--- config.mk ---
export PLATFORM = sky130hd
export DESIGN_NAME = vol_btn_repeat
export DESIGN_NICKNAME = d
export VERILOG_FILES = /design/src/rtl/vol_btn_repeat.sv
export SDC_FILE = /design/constraint.sdc
export NUM_CORES = 1
export LEC_CHECK = 0
export CAP_MARGIN = 20
export CORE_UTILIZATION = 52
export CTS_BUF_LIST = sky130_fd_sc_hd__clkbuf_4
export CTS_CLUSTER_SIZE = 20
export DETAILED_ROUTE_END_ITERATION = 16
export DONT_BUFFER_PORTS = 1
export PLACE_DENSITY = 0.69
export SYNTH_ARGS = -nofsm -noshare
export SYNTH_HDL_FRONTEND = slang
export SYNTH_SLANG_ARGS = --single-unit
--- constraint.sdc ---
create_clock -name i_clk -period 9.5 [get_ports i_clk]
set_clock_uncertainty 0.05 [all_clocks]
set_input_delay 2.85 -clock i_clk [delete_from_list [all_inputs] [get_ports i_clk]]
set_output_delay 2.85 -clock i_clk [all_outputs]
set_load 0.03 [all_outputs]
--- src/rtl/vol_btn_repeat.sv ---
// rtl/vol_btn_repeat.sv - vol-/vol+ step, hold-to-repeat and mute-combo event generator
// Optional build macro: VOL_BTN_ACCEL_EN (halves the repeat period after 8 repeat steps)
module vol_btn_repeat #(
    parameter bit BTN_ACTIVE_LOW = 1'b1,
    parameter int INITIAL_DELAY  = 12500000,
    parameter int REPEAT_PERIOD  = 2500000,
    parameter int CNT_W          = 24
) (
    input  logic       i_clk,
    input  logic       i_rst,
    input  logic       i_btn_minus,
    input  logic       i_btn_plus,
    input  logic       i_clr,
    output logic       o_step_up,
    output logic       o_step_dn,
    output logic       o_mute,
    output logic [7:0] o_delta,
    output logic       o_mute_flag,
    output logic       o_busy
);

    // Terminal counts: the counter runs 0..TC, so a pulse lands exactly N cycles after the previous one
    localparam logic [CNT_W-1:0] INIT_TC = CNT_W'(INITIAL_DELAY - 1);
    localparam logic [CNT_W-1:0] REP_TC  = CNT_W'(REPEAT_PERIOD - 1);
`ifdef VOL_BTN_ACCEL_EN
    localparam int               FAST_PERIOD = (REPEAT_PERIOD / 2 < 1) ? 1 : REPEAT_PERIOD / 2;
    localparam logic [CNT_W-1:0] FAST_TC     = CNT_W'(FAST_PERIOD - 1);
`endif

    typedef enum logic [2:0] {
        ST_IDLE,
        ST_HOLD_UP,
        ST_HOLD_DN,
        ST_REP_UP,
        ST_REP_DN,
        ST_WAIT_REL
    } state_t;

    state_t           state_q, state_d;
    logic [CNT_W-1:0] cnt_q, cnt_d;
    logic             step_up_q, step_up_d;
    logic             step_dn_q, step_dn_d;
    logic             mute_q, mute_d;
    logic [7:0]       delta_q, delta_d;
    logic             flag_q, flag_d;
    logic             busy_q;
`ifdef VOL_BTN_ACCEL_EN
    logic [3:0]       rep_cnt_q, rep_cnt_d;
`endif

    logic             p, m;
    logic             is_up, in_rep, own, other;
    logic [CNT_W-1:0] tc;
    logic [7:0]       delta_base;

    assign p = BTN_ACTIVE_LOW ? ~i_btn_plus  : i_btn_plus;
    assign m = BTN_ACTIVE_LOW ? ~i_btn_minus : i_btn_minus;

    // Next-state decision: FSM transitions, step/mute events, delta and sticky flag
    always_comb begin
        state_d   = state_q;
        cnt_d     = cnt_q;
        step_up_d = 1'b0;
        step_dn_d = 1'b0;
        mute_d    = 1'b0;
        is_up     = (state_q == ST_HOLD_UP) || (state_q == ST_REP_UP);
        in_rep    = (state_q == ST_REP_UP)  || (state_q == ST_REP_DN);
        own       = is_up ? p : m;
        other     = is_up ? m : p;
`ifdef VOL_BTN_ACCEL_EN
        rep_cnt_d = rep_cnt_q;
        if (in_rep) begin
            tc = (rep_cnt_q >= 4'd8) ? FAST_TC : REP_TC;
        end else begin
            tc = INIT_TC;
        end
`else
        tc = in_rep ? REP_TC : INIT_TC;
`endif

        case (state_q)
            ST_IDLE: begin
                if (p && m) begin
                    mute_d  = 1'b1;
                    state_d = ST_WAIT_REL;
                end else if (p) begin
                    step_up_d = 1'b1;
                    state_d   = ST_HOLD_UP;
                    cnt_d     = '0;
                end else if (m) begin
                    step_dn_d = 1'b1;
                    state_d   = ST_HOLD_DN;
                    cnt_d     = '0;
                end
            end
            ST_HOLD_UP, ST_HOLD_DN, ST_REP_UP, ST_REP_DN: begin
                // Release wins over a terminal count; a handover to the other
                // button passes through IDLE so the new press is seen fresh.
                if (!own) begin
                    state_d = ST_IDLE;
                end else if (other) begin
                    mute_d  = 1'b1;
                    state_d = ST_WAIT_REL;
                end else if (cnt_q == tc) begin
                    step_up_d = is_up;
                    step_dn_d = ~is_up;
                    cnt_d     = '0;
                    state_d   = is_up ? ST_REP_UP : ST_REP_DN;
`ifdef VOL_BTN_ACCEL_EN
                    if (!in_rep) begin
                        rep_cnt_d = 4'd1;
                    end else if (rep_cnt_q < 4'd8) begin
                        rep_cnt_d = rep_cnt_q + 4'd1;
                    end
`endif
                end else begin
                    cnt_d = cnt_q + 1'b1;
                end
            end
            ST_WAIT_REL: begin
                if (!p && !m) begin
                    state_d = ST_IDLE;
                end
            end
            default: begin
                state_d = ST_IDLE;
            end
        endcase

`ifdef VOL_BTN_ACCEL_EN
        if (state_d != ST_REP_UP && state_d != ST_REP_DN) begin
            rep_cnt_d = 4'd0;
        end
`endif

        // Clear first, then apply this cycle's step with saturation
        delta_base = i_clr ? 8'h00 : delta_q;
        delta_d    = delta_base;
        if (step_up_d && delta_base != 8'h7F) begin
            delta_d = delta_base + 8'h01;
        end else if (step_dn_d && delta_base != 8'h80) begin
            delta_d = delta_base - 8'h01;
        end

        flag_d = mute_d | (flag_q & ~i_clr);
    end

    // State, counter and registered outputs
    always_ff @(posedge i_clk) begin
        if (i_rst) begin
            state_q   <= ST_IDLE;
            cnt_q     <= '0;
            step_up_q <= 1'b0;
            step_dn_q <= 1'b0;
            mute_q    <= 1'b0;
            delta_q   <= 8'h00;
            flag_q    <= 1'b0;
            busy_q    <= 1'b0;
`ifdef VOL_BTN_ACCEL_EN
            rep_cnt_q <= 4'd0;
`endif
        end else begin
            state_q   <= state_d;
            cnt_q     <= cnt_d;
            step_up_q <= step_up_d;
            step_dn_q <= step_dn_d;
            mute_q    <= mute_d;
            delta_q   <= delta_d;
            flag_q    <= flag_d;
            busy_q    <= (state_d != ST_IDLE);
`ifdef VOL_BTN_ACCEL_EN
            rep_cnt_q <= rep_cnt_d;
`endif
        end
    end

    assign o_step_up   = step_up_q;
    assign o_step_dn   = step_dn_q;
    assign o_mute      = mute_q;
    assign o_delta     = delta_q;
    assign o_mute_flag = flag_q;
    assign o_busy      = busy_q;

endmodule

==> results of run 1 <==
## layout by cell type (no fill, tap or decap), types with 3 or more instances in the layout
cell and n:
sky130_fd_sc_hd__nor2_1 34, sky130_fd_sc_hd__nand4_1 3, sky130_fd_sc_hd__o211ai_1 3, sky130_fd_sc_hd__nand2b_1 4, sky130_fd_sc_hd__nand4b_1 3, sky130_fd_sc_hd__ha_1 4
sky130_fd_sc_hd__nor2b_1 5, sky130_fd_sc_hd__nor3_1 8, sky130_fd_sc_hd__o21ai_0 4, sky130_fd_sc_hd__xor2_1 4, sky130_fd_sc_hd__a21oi_2 3, sky130_fd_sc_hd__dfxtp_1 40
sky130_fd_sc_hd__a21o_1 3, sky130_fd_sc_hd__or3_1 5, sky130_fd_sc_hd__nand3b_1 4, sky130_fd_sc_hd__clkbuf_4 5, sky130_fd_sc_hd__a31oi_1 3, sky130_fd_sc_hd__nand3_1 9
sky130_fd_sc_hd__nand2_1 20, sky130_fd_sc_hd__inv_1 15, sky130_fd_sc_hd__nor4_1 13, sky130_fd_sc_hd__and3_1 3, sky130_fd_sc_hd__a21oi_1 12, sky130_fd_sc_hd__xnor2_1 18
sky130_fd_sc_hd__a211oi_1 5, sky130_fd_sc_hd__and2_1 5
## metal layers
| metal | vias up | part of all wire, % | GRT usage, % |
|---|---|---|---|
| met3 | 5 | 4.5 | 4.80 |
| li1 | 1015 | - | - |
| met4 | 0 | 0.96 | 5.44 |
| met2 | 54 | 45 | 35.7 |
| met5 | - | 0 | 0 |
| met1 | 945 | 49 | 29.6 |
## area by class of cell
type | instances | area [um2]
fill | 397 | 1910
clock buffer | 5 | 37.5
multi-input combinational | 217 | 1460
clock inverter | 3 | 42.5
sequential | 40 | 801
inverter | 15 | 56.3
timing repair buffer | 1 | 7.51
tap | 52 | 65.1
## power breakdown
part | switching, mW | internal [mW] | leakage [nW]
logic | 0.0178 | 0.0117 | 0.468
registers | 0.00933 | 0.171 | 0.324
clock network | 0.0592 | 0.0551 | 0.0428
## metrics by stage
stage / setup WS [ns] / utilization, %
after floorplan: 4.27 / -
after global placement: 4.55 / 54.5
after detailed placement: 4.49 / 54.5
after CTS: 4.88 / 56.3
after global routing: 4.72 / 56.3
final: 4.85 / 56.3
## sequential cells by signal, indices dropped and copies added (netlist names)
| signal | cells |
|---|---|
| cnt_q | 24 |
| o_busy | 1 |
| o_delta | 8 |
| o_mute | 1 |
| o_mute_flag | 1 |
| o_step_dn | 1 |
| o_step_up | 1 |
| state_q | 3 |
## worst register-to-register path: stages (launching register included)
cell and delay, ns:
sky130_fd_sc_hd__dfxtp_1 0.69, sky130_fd_sc_hd__and3b_1 0.28, sky130_fd_sc_hd__nor4_2 0.45, sky130_fd_sc_hd__o21ai_1 0.20, sky130_fd_sc_hd__a21oi_2 0.38, sky130_fd_sc_hd__a22oi_2 0.16, sky130_fd_sc_hd__mux2_4 0.31
## cells in the mapped netlist (all sizes together) (3+ instances only)
| master | instances |
|---|---|
| o21ai | 6 |
| xor2 | 4 |
| nand2 | 20 |
| nor4 | 15 |
| ha | 4 |
| nand4b | 3 |
| or3 | 6 |
| nand3 | 9 |
| inv | 15 |
| o211ai | 4 |
| buf | 5 |
| and3 | 3 |
| nor3 | 9 |
| a211oi | 5 |
| nor2b | 5 |
| and2 | 5 |
| dfxtp | 40 |
| nand3b | 4 |
| nand4 | 3 |
| clkbuf | 8 |
| xnor2 | 18 |
| a31oi | 3 |
| a221oi | 3 |
| a21oi | 15 |
| nand2b | 4 |
| nor2 | 34 |
| a21o | 5 |
## worst min-delay path by stage
| stage | endpoint | cells past startpoint | slack [ns] |
|---|---|---|---|
| detailed placement | cnt_q[1] | 2 | 0.41 |
| CTS | cnt_q[1] | 2 | 0.43 |
| finish | cnt_q[1] | 2 | 0.43 |
| global route | cnt_q[1] | 2 | 0.46 |
| global placement | cnt_q[1] | 2 | 0.40 |
| floorplan | cnt_q[1] | 2 | 0.40 |
## cell families after synthesis
group	Yosys count	synth area share [%]
compound gates	55	17.9
buf+inv	28	4.69
flops	40	33.8
mux	4	1.95
simple gates	132	31.5
xor+xnor	22	8.12
fa+ha+maj	4	2.11
==> summary by stage, run 1 <==
Logic synthesis
The biggest area contributor in the post-synthesis netlist is sky130_fd_sc_hd__dfxtp_1. During synthesis, Yosys emitted a total of 0 warnings. The number of distinct library cells after synthesis is 61. In this run, synthesis produced a sequential element count of 40. The number of nets handed over by synthesis was 294. Summing the sequential cell areas from Yosys gives 33.8% of the chip area. Summing every instance area after synthesis gives 2370 um2.

The top flip-flop cell by instance count after synthesis is sky130_fd_sc_hd__dfxtp_1. After technology mapping, the gate count stands at 285. Dividing the synthesized area by the synthesized cell count gives 8.32 um2. The top-area cell type share of the netlist area is 33.8%. Counting flops with an async set or reset pin after synthesis yields a share of 0%.

The number of enable flip-flop cells after synthesis is 0. Sorting the synthesized cells by area gives the leading types as sky130_fd_sc_hd__dfxtp_1 34%, sky130_fd_sc_hd__xnor2_1 6.6%, sky130_fd_sc_hd__nor2_1 5.4%, sky130_fd_sc_hd__nor4_1 3.4%, sky130_fd_sc_hd__nand2_1 3.2%.

Power
The power density over the cells is 131 nW/um2. The worst ir drop on vdd is 0.0752 mV. Power comes to 0.324 mW. The leakage power of the design is 0.834 nW.

Route
The final layout contains routed wiring with a total length of 5000 um. The vias per cell is 6.06. The number of vias in the routed layout is 2,019. The number of iterations in the first detailed-routing pass is 4. The detail route stage leaves a number of antenna-violating nets equal to 0. In the routed design, unresolved DRC markers number 0. The violation count after the first detailed-routing iteration is 144. The average wire per cell in the routed design is 15.0 um.

Floorplan
The floorplan row count is 24. The die is 69.5 um wide. For this configuration, the core starts out at a cell density of 54.1%. The count of boundary I/O pins is 18. The total die area is 4840 um2. Measured along the y axis, the die boundary spans 69.5 um. The region available for standard cell placement spans 4380 um2.

Placed design
The count of buffers from port buffering is 0. Detailed placement ended at an HPWL of 3620 um. The instance area at placement is 2390 um2. The final weighted congestion in routability-driven placement is 0.866.

The placed cell count is 325.

Setup path
STA classifies the critical path endpoint as a flop. The largest single stage delay on the critical path is 0.41 ns. The critical path in this run is classified as in -> reg. The worst flop-to-flop path endpoint is o_delta[2]. The type of element launching the critical path is a primary input. In this run the critical register-to-register path is launched from state_q[2]. The worst register-to-register path has a depth of 6. The critical path data required time is 9.70 ns.

Counting buffers and inverters, the worst setup path is 10 cells deep. The most critical setup path has its endpoint at o_delta[7]. The number of buffer and inverter stages on the critical path is 2. The cell type with the highest occurrence count on the critical path is sky130_fd_sc_hd__inv_1. Of all nets on the critical path, the largest fanout is 10. At the worst endpoint, the arrival time is 4.85 ns.

The kind of cell with the highest combined delay along the critical path is simple AND/OR/NAND/NOR gates. For flop-to-flop paths, the worst setup slack is 6.90 ns. The cell type of the slowest stage on the worst timing path is sky130_fd_sc_hd__a311o_1. In this run the worst setup path begins at i_clr.

Walking the worst path, the cells encountered are inv_1, nand2_1, inv_1, ha_1, and3b_1, a311o_1, nand2b_1, and2_1, o32ai_2, mux2_1.

Global routing
Across every metal layer, demand over resource in global routing totals 22.0%. The global-route wire length before repair is 8690 um. The number of global-route vias before repair is 1,840. Summed over all layers, the global routing overflow is 0. The maximum number of pins on one net before global-route repair is 23. The initial antenna violation count came to 0.

Worst hold path
The kind of path behind the tightest hold check is reg -> reg. In this run the most critical hold path is launched from cnt_q[1].

STA
The worst pin sits at a relative slew slack of 61.2%. The timing-limited maximum frequency is 215 MHz. Final hold analysis gives a worst-case slack of 0.430 ns. The total negative setup slack is 0 ns. The count of endpoints failing hold in the final timing report came to 0.

At the pin with the least slew margin, the transition time is 0.581 ns. The share of the clock period used by the worst path is 48.9%. The number of pins exceeding their max-slew limit in the final report is 0. Counting I/O delays and the setup requirement, the final critical path takes 4.65 ns. Setup repair after global routing left no endpoint under its margin.

The number of failing setup endpoints in the final timing report is 0.

Layout
The number of antenna repair diodes is 0. The area growth from synthesis to layout is 4.11%. The proportion of layout cells with a drive suffix above 1 is 9.96%. The design area is 2470 um2. For this run, the post-layout net count is 289. For this run, the number of standard cells in the final layout without fillers is 333.

Clocking
The buffers inserted during post-CTS setup optimization is 0. The level count of the clock H-tree is 2. The insertion delay of the later-clocked pin in the worst-skew pair is 0.36 ns. Buffers inserted during clock tree synthesis total 5.

The maximum root-to-sink buffer count is 2. After clock tree synthesis, the clock-pin slew on the worst setup and hold paths is 0.14 ns. The clock net sink count is 40. The hold-fix buffer count after cts is 0. The clock root buffer master is sky130_fd_sc_hd__clkbuf_4. The quantity of gates resized following cts is 0. TritonCTS built the clock tree.

Outcome
The flow ran to the end, and the final reports show no timing, DRC or antenna violations.

Run
The tool flagged a number of max-cap violations equal to 0.
Note: power is estimated with default switching activity, not from simulation.
==> inputs of run 2 (changes only) <==
- PLACE_DENSITY: 0.69 -> 0.72
- clock period: 9.5 -> 4.1 ns (I/O delays scaled with it)
==> run 2 against run 1 <==
Compared with the run above: critical path depth did not move; largest cell class unchanged; sequential share of layout area increased by 0.32 points; clock-buffer cell count grew 2; setup slack worse by 3.8 ns; combinational power increased by 130%; largest power group unchanged; critical endpoint unchanged; register-to-register slack worse by 5.4 ns; flip-flop and latch count unchanged; clock power up 81%.
==> summary by stage, run 2 (synthesized netlist as in run 1, its figures left out) <==
Setup path
The type of element launching the critical path is a primary input (unchanged). The critical path arrival came to 3.24 ns (was 4.85 ns). The critical path data required time was 4.31 ns (was 9.70 ns). The launching instance or port of the critical path is i_clr (unchanged). The number of buffer and inverter stages on the critical path is 2 (unchanged). The kind of cell adding the most delay to the critical path is simple AND/OR/NAND/NOR gates (unchanged). The start of the worst register-to-register path is o_delta[1] (was state_q[2]). CP Cell Sequence: inv_1, nand2_1, inv_1, ha_1, and3b_1, a311o_1, nand2b_1, and2_1, o32ai_2, mux2_1 (unchanged).

The cell type with the highest occurrence count on the critical path is sky130_fd_sc_hd__inv_1 (unchanged). The critical path capture point type is a flop (unchanged). The type of the worst setup path is in -> reg (unchanged).

The maximum fanout encountered on the critical timing path is 10 (unchanged). The stage delay of the slowest cell on the critical path is 0.41 ns (about the same). The cell type of the slowest stage on the worst timing path is sky130_fd_sc_hd__a311o_1 (unchanged).

Global routing
The global-route track usage on met1 is 28.7% (was 29.6%). The residual overflow from global routing is 0 (unchanged). The number of global-route vias before repair is 1,856 (was 1,840). The global-route wire length before repair is 8540 um (was 8690 um).

The initial antenna violation count is 0 (unchanged). The met3 global-route usage is 4.94% (was 4.80%). The global routing usage summed across all routing layers is 21.6% (was 22.0%). The met2 track demand over resource in global routing came to 34.4% (was 35.7%). The maximum number of pins on one net before global-route repair was 23 (unchanged). The most congested layer reported by global routing is met2 (unchanged).

Route
The detailed-route DRC error count came to 0 (unchanged). The vias per cell came to 5.94 (was 6.06). The average wire per cell in the routed design is 14.6 um (was 15.0 um).

The number of iterations in the first detailed-routing pass came to 4 (unchanged). The total detailed-routing wirelength is 4870 um (was 5000 um). The violation count after the first detailed-routing iteration came to 133 (was 144). The number of vias in the routed layout is 1,977 (was 2,019). The count of nets left with antenna violations after detail routing is 0 (unchanged).

Clocking
The clock root buffer master was sky130_fd_sc_hd__clkbuf_4 (unchanged). The number of CTS-inserted buffers came to 5 (unchanged). The buffers inserted during post-CTS setup optimization is 0 (unchanged). The level count of the clock H-tree is 2 (unchanged). The clock net sink count is 40 (unchanged). The maximum root-to-sink buffer count is 2 (unchanged). The clock edge transition at the registers on the reported setup and hold paths is 0.12 ns (was 0.14 ns).

The quantity of gates resized following cts is 0 (unchanged). The insertion delay of the later-clocked pin in the worst-skew pair came to 0.35 ns (was 0.36 ns). The clock tree from TritonCTS is built (unchanged).

The hold-fix buffer count after cts is 0 (unchanged).

STA
The minimum hold slack came to 0.426 ns (was 0.430 ns). The total negative setup slack is 0 ns (unchanged). The worst slew margin relative to its limit came to 62.6% (was 61.2%). The number of pins exceeding their max-slew limit in the final report came to 0 (unchanged).

The count of endpoints failing hold in the final timing report came to 0 (unchanged). Counting I/O delays and the setup requirement, the final critical path takes 3.03 ns. Setup repair after global routing missed its margin: no (unchanged).

After layout, the worst path uses 73.9% of the clock period. The number of failing setup endpoints in the final timing report is 0 (unchanged). The slew of the pin with the lowest slew margin is 0.560 ns (was 0.581 ns). For this run, the top clock speed supported by timing is 330 MHz.

Layout
Most used cells in the layout excluding fill and tap cells: 40 x sky130_fd_sc_hd__dfxtp_1, 34 x sky130_fd_sc_hd__nor2_1, 20 x sky130_fd_sc_hd__nand2_1 (unchanged). The largest register by flop count is cnt_q (unchanged). The flip-flop count of the largest register, all copies and words added is 24 (unchanged). The most common library cell in the layout ignoring fill and taps is sky130_fd_sc_hd__dfxtp_1 (unchanged).

The relative area change from synthesis to final layout is 3.11% (was 4.11%). The net total in the final layout came to 289 (unchanged). The number of antenna repair diodes is 0 (unchanged). The proportion of layout cells with a drive suffix above 1 is 9.96% (unchanged).

Floorplan
The total die area is 4840 um2 (unchanged). The area inside the core boundary is 4380 um2 (unchanged). The floorplan row count is 24 (unchanged). The count of boundary I/O pins came to 18 (unchanged). The initial core utilization was 54.1% (unchanged). The height of the chip is 69.5 um (unchanged).

The width of the die was 69.5 um (unchanged).

Outcome
Outcome: finished clean (unchanged).

Run
The number of max-cap violations came to 0 (unchanged).

Placed design
The sum of net half-perimeters after detailed placement is 3490 um (was 3620 um). The final weighted congestion in routability-driven placement is 0.852 (was 0.866). The count of buffers from port buffering was 0 (unchanged).

Worst hold path
The kind of path behind the tightest hold check is reg -> reg (unchanged). The hold path startpoint is cnt_q[1] (unchanged).

Power
The leakage power of the design is 0.825 nW (was 0.834 nW). The worst ir drop on vdd is 0.126 mV (was 0.0752 mV). The power density over the cells is 283 nW/um2 (was 131 nW/um2).
run 2: metal layers:
metal	wire length, um	part of all wire (%)	vias to the layer above
met5	0	0	-
met4	68	1.4	0
met3	197	4.0	7
met2	2200	45	44
met1	2400	49	903
li1	-	-	1023
run 2: power breakdown:
part	switching [mW]	leakage (nW)	total, mW	internal [mW]
combinational	0.0406	0.468	0.0676	0.0270
clock	0.127	0.0338	0.206	0.0793
sequential	0.0216	0.324	0.419	0.397
total	0.189	0.825	0.692	0.503
run 2: tightest hold or removal path: cells and delay by family, from the launching register on:
kind | cells | cell delay, ns
flip-flops | 1 | 0.34
AND/OR/NAND/NOR | 1 | 0.06
AO/OA/AOI/OAI | 1 | 0.05
run 2: path summary, 6_finish.rpt:
path / endpoint / slack [ns] / depth (start not counted)
max: o_delta[7] / 1.07 / 10
min: cnt_q[1] / 0.43 / 2
max reg2reg: o_delta[7] / 1.52 / 9
min reg2reg: cnt_q[1] / 0.43 / 2
run 2: final cells by class:
type	count	area, um2
Fill cell	425	1940
Multi-Input combinational cell	217	1460
Sequential cell	40	801
Tap cell	52	65.1
Inverter	15	56.3
Clock buffer	7	52.6
Timing Repair Buffer	1	7.51
Clock inverter	1	3.75
run 2: per-stage QoR:
stage / power, mW / setup WS (ns) / std cells / utilization (%) / area, um2
3_5_place_dp: 0.495 / 0.699 / 325 / 54.5 / 2390
2_1_floorplan: 0.487 / 0.492 / 285 / - / 2370
4_1_cts: 0.698 / 1.09 / 333 / 55.8 / 2450
6_report: 0.692 / 1.07 / 333 / 55.8 / 2450
5_1_grt: 0.722 / 0.929 / 333 / 55.8 / 2450
3_3_place_gp: 0.494 / 0.774 / 325 / 54.5 / 2390
==> inputs of run 3 (changes only) <==
- PLACE_DENSITY: 0.72 -> 0.69
- clock period: 4.1 -> 3.1 ns (I/O delays scaled with it)
==> run 3 against run 2 <==
Compared with the run above: clock-buffer cell count shrank 1; sequential power grew 32%; critical path depth is the same; register-to-register slack lost 0.89 ns; utilization grew 1.1 points; global-route usage grew 0.85 points; sequential share of layout area shrank 0.61 points; combinational power grew 44%; final cell count grew 0.90%; worst hold slack gained 0.0082 ns; via count grew 1.9%; critical path type unchanged; highest routed layer unchanged.
==> summary by stage, run 3 (synthesized netlist as in run 1, its figures left out) <==
Floorplan
The count of boundary I/O pins is 18 (unchanged). The height of the chip was 69.5 um (unchanged). The initial core utilization is 54.1% (unchanged). The area inside the core boundary is 4380 um2 (unchanged).

The total die area is 4840 um2 (unchanged). The width of the die was 69.5 um (unchanged). The floorplan row count is 24 (unchanged).

STA
The total negative setup slack is 0 ns (unchanged). The timing-limited maximum frequency is 384 MHz. The number of pins exceeding their max-slew limit in the final report came to 0 (unchanged).

The worst path uses 84.0% of the clock period. The minimum hold slack came to 0.435 ns (was 0.426 ns). The worst slew margin relative to its limit came to 61.2% (was 62.6%). For the finished layout, the period the worst path requires is 2.61 ns. Setup repair after global routing missed its margin: no (unchanged). The slew of the pin with the lowest slew margin is 0.581 ns (was 0.560 ns). The count of endpoints failing hold in the final timing report is 0 (unchanged).

The number of failing setup endpoints in the final timing report is 0 (unchanged).

Setup path
CP Cell Sequence: inv_1, nand2_1, inv_1, ha_1, and3b_1, a311o_1, nand2b_1, and2_1, o32ai_2, mux2_1 (unchanged). The cell type of the slowest stage on the worst timing path is sky130_fd_sc_hd__mux2_1 (was sky130_fd_sc_hd__a311o_1). The critical path capture point type is a flop (unchanged). The type of the worst setup path is in -> reg (unchanged). The type of element launching the critical path is a primary input (unchanged). The critical path arrival is 2.81 ns (was 3.24 ns). The number of buffer and inverter stages on the critical path is 2 (unchanged). The stage delay of the slowest cell on the critical path is 0.34 ns (was 0.41 ns). The cell type with the highest occurrence count on the critical path was sky130_fd_sc_hd__inv_1 (unchanged). The kind of cell adding the most delay to the critical path is simple AND/OR/NAND/NOR gates (unchanged).

The maximum fanout encountered on the critical timing path is 10 (unchanged). The critical path data required time is 3.31 ns (was 4.31 ns).

Global routing
The maximum number of pins on one net before global-route repair was 17 (was 23). The number of global-route vias before repair is 1,878 (was 1,856). The global-route track usage on met1 is 30.6% (was 28.7%). The global-route wire length before repair is 8800 um (was 8540 um). The most congested layer reported by global routing is met2 (unchanged). The initial antenna violation count came to 0 (unchanged). The met3 global-route usage came to 3.78% (was 4.94%). The global routing usage summed across all routing layers is 22.5% (was 21.6%). The met2 track demand over resource in global routing is 34.4% (unchanged). The residual overflow from global routing is 0 (unchanged).

Clocking
The hold-fix buffer count after cts is 0 (unchanged). The clock edge transition at the registers on the reported setup and hold paths was 0.12 ns (about the same). The clock net sink count was 40 (unchanged). The insertion delay of the later-clocked pin in the worst-skew pair was 0.36 ns (was 0.35 ns). The maximum root-to-sink buffer count is 2 (unchanged). The clock root buffer master is sky130_fd_sc_hd__clkbuf_4 (unchanged). The quantity of gates resized following cts was 0 (unchanged). The clock tree from TritonCTS is built (unchanged).

The number of CTS-inserted buffers is 5 (unchanged). The buffers inserted during post-CTS setup optimization came to 0 (unchanged). The level count of the clock H-tree is 2 (unchanged).

Placed design
The count of buffers from port buffering came to 0 (unchanged). The final weighted congestion in routability-driven placement is 0.849 (was 0.852). The placed cell count is 328 (was 325). The sum of net half-perimeters after detailed placement is 3710 um (was 3490 um).

Layout
The proportion of layout cells with a drive suffix above 1 came to 11.3% (was 9.96%). The relative area change from synthesis to final layout was 5.06% (was 3.11%). The largest register by flop count was cnt_q (unchanged). Most used cells in the layout excluding fill and tap cells: 40 x sky130_fd_sc_hd__dfxtp_1, 34 x sky130_fd_sc_hd__nor2_1, 20 x sky130_fd_sc_hd__nand2_1 (unchanged).

The most common library cell in the layout ignoring fill and taps was sky130_fd_sc_hd__dfxtp_1 (unchanged). The number of antenna repair diodes is 0 (unchanged). The fill cell total of the finished layout was 422 (was 425). The net total in the final layout came to 292 (was 289). The sequential cell area in the final layout is 801 um2 (unchanged). The flip-flop count of the largest register, all copies and words added is 24 (unchanged). The number of standard cells in the layout, taps in and fillers out was 336 (was 333). The post-layout utilization of the core is 56.8% (was 55.8%). The footprint of the multi-input gates is 1460 um2 (unchanged).

Route
The vias per cell is 5.99 (was 5.94). The average wire per cell in the routed design is 15.0 um (was 14.6 um). The count of nets left with antenna violations after detail routing is 0 (unchanged). The number of vias in the routed layout is 2,014 (was 1,977). The detailed-route DRC error count is 0 (unchanged). The total detailed-routing wirelength is 5040 um (was 4870 um). The violation count after the first detailed-routing iteration is 152 (was 133). The number of iterations in the first detailed-routing pass is 4 (unchanged).

Power
The worst ir drop on vdd is 0.246 mV (was 0.126 mV). The power density over the cells is 401 nW/um2 (was 283 nW/um2). The leakage power of the design is 0.851 nW (was 0.825 nW).

Worst hold path
The kind of path behind the tightest hold check was reg -> reg (unchanged).

Outcome
Outcome: finished clean (unchanged).

Run
The number of max-cap violations is 0 (unchanged).
==> run 3: power breakdown <==
part	switching [mW]	internal, mW	total (mW)
logic	0.0584	0.0392	0.0976
clock network	0.175	0.178	0.352
registers	0.0256	0.525	0.551
total	0.259	0.742	1.00
==> run 3: through the flow <==
step | area (um2) | power [mW] | setup WS (ns)
after floorplan | 2380 | 0.645 | 0.00201
after global placement | 2410 | 0.659 | 0.170
after detailed placement | 2410 | 0.659 | 0.118
after CTS | 2490 | 1.01 | 0.509
after global routing | 2490 | 1.04 | 0.332
final | 2490 | 1.00 | 0.495
==> run 3: final cells by class <==
| type | instances | share of cell area (%) |
|---|---|---|
| clock buffer | 6 | 1.81 |
| clock inverter | 2 | 1.41 |
| inverter | 15 | 2.26 |
| multi-input combinational | 217 | 58.6 |
| sequential | 40 | 32.1 |
| tap | 52 | 2.61 |
| timing repair buffer | 4 | 1.20 |
==> run 3: routing by layer <==
layer | part of all wire [%] | wire (um) | up-vias
met2 | 45 | 2290 | 54
met5 | 0 | 0 | -
met3 | 4.8 | 241 | 9
met4 | 1.6 | 82 | 0
met1 | 48 | 2420 | 930
li1 | - | - | 1021
==> run 3: worst paths after layout <==
kind,slack [ns],cells past startpoint,startpoint,to
worst max-delay path,0.49,10,i_clr,o_delta[7]
worst min-delay path,0.43,2,cnt_q[1],cnt_q[1]
worst max register to register,0.63,9,o_delta[1],o_delta[7]
worst min register to register,0.43,2,cnt_q[1],cnt_q[1]
==> run 3: tightest hold or removal path, stage by stage (launching register included) <==
cell and delay (ns):
sky130_fd_sc_hd__dfxtp_1 0.34, sky130_fd_sc_hd__nand2_1 0.06, sky130_fd_sc_hd__a21oi_1 0.05
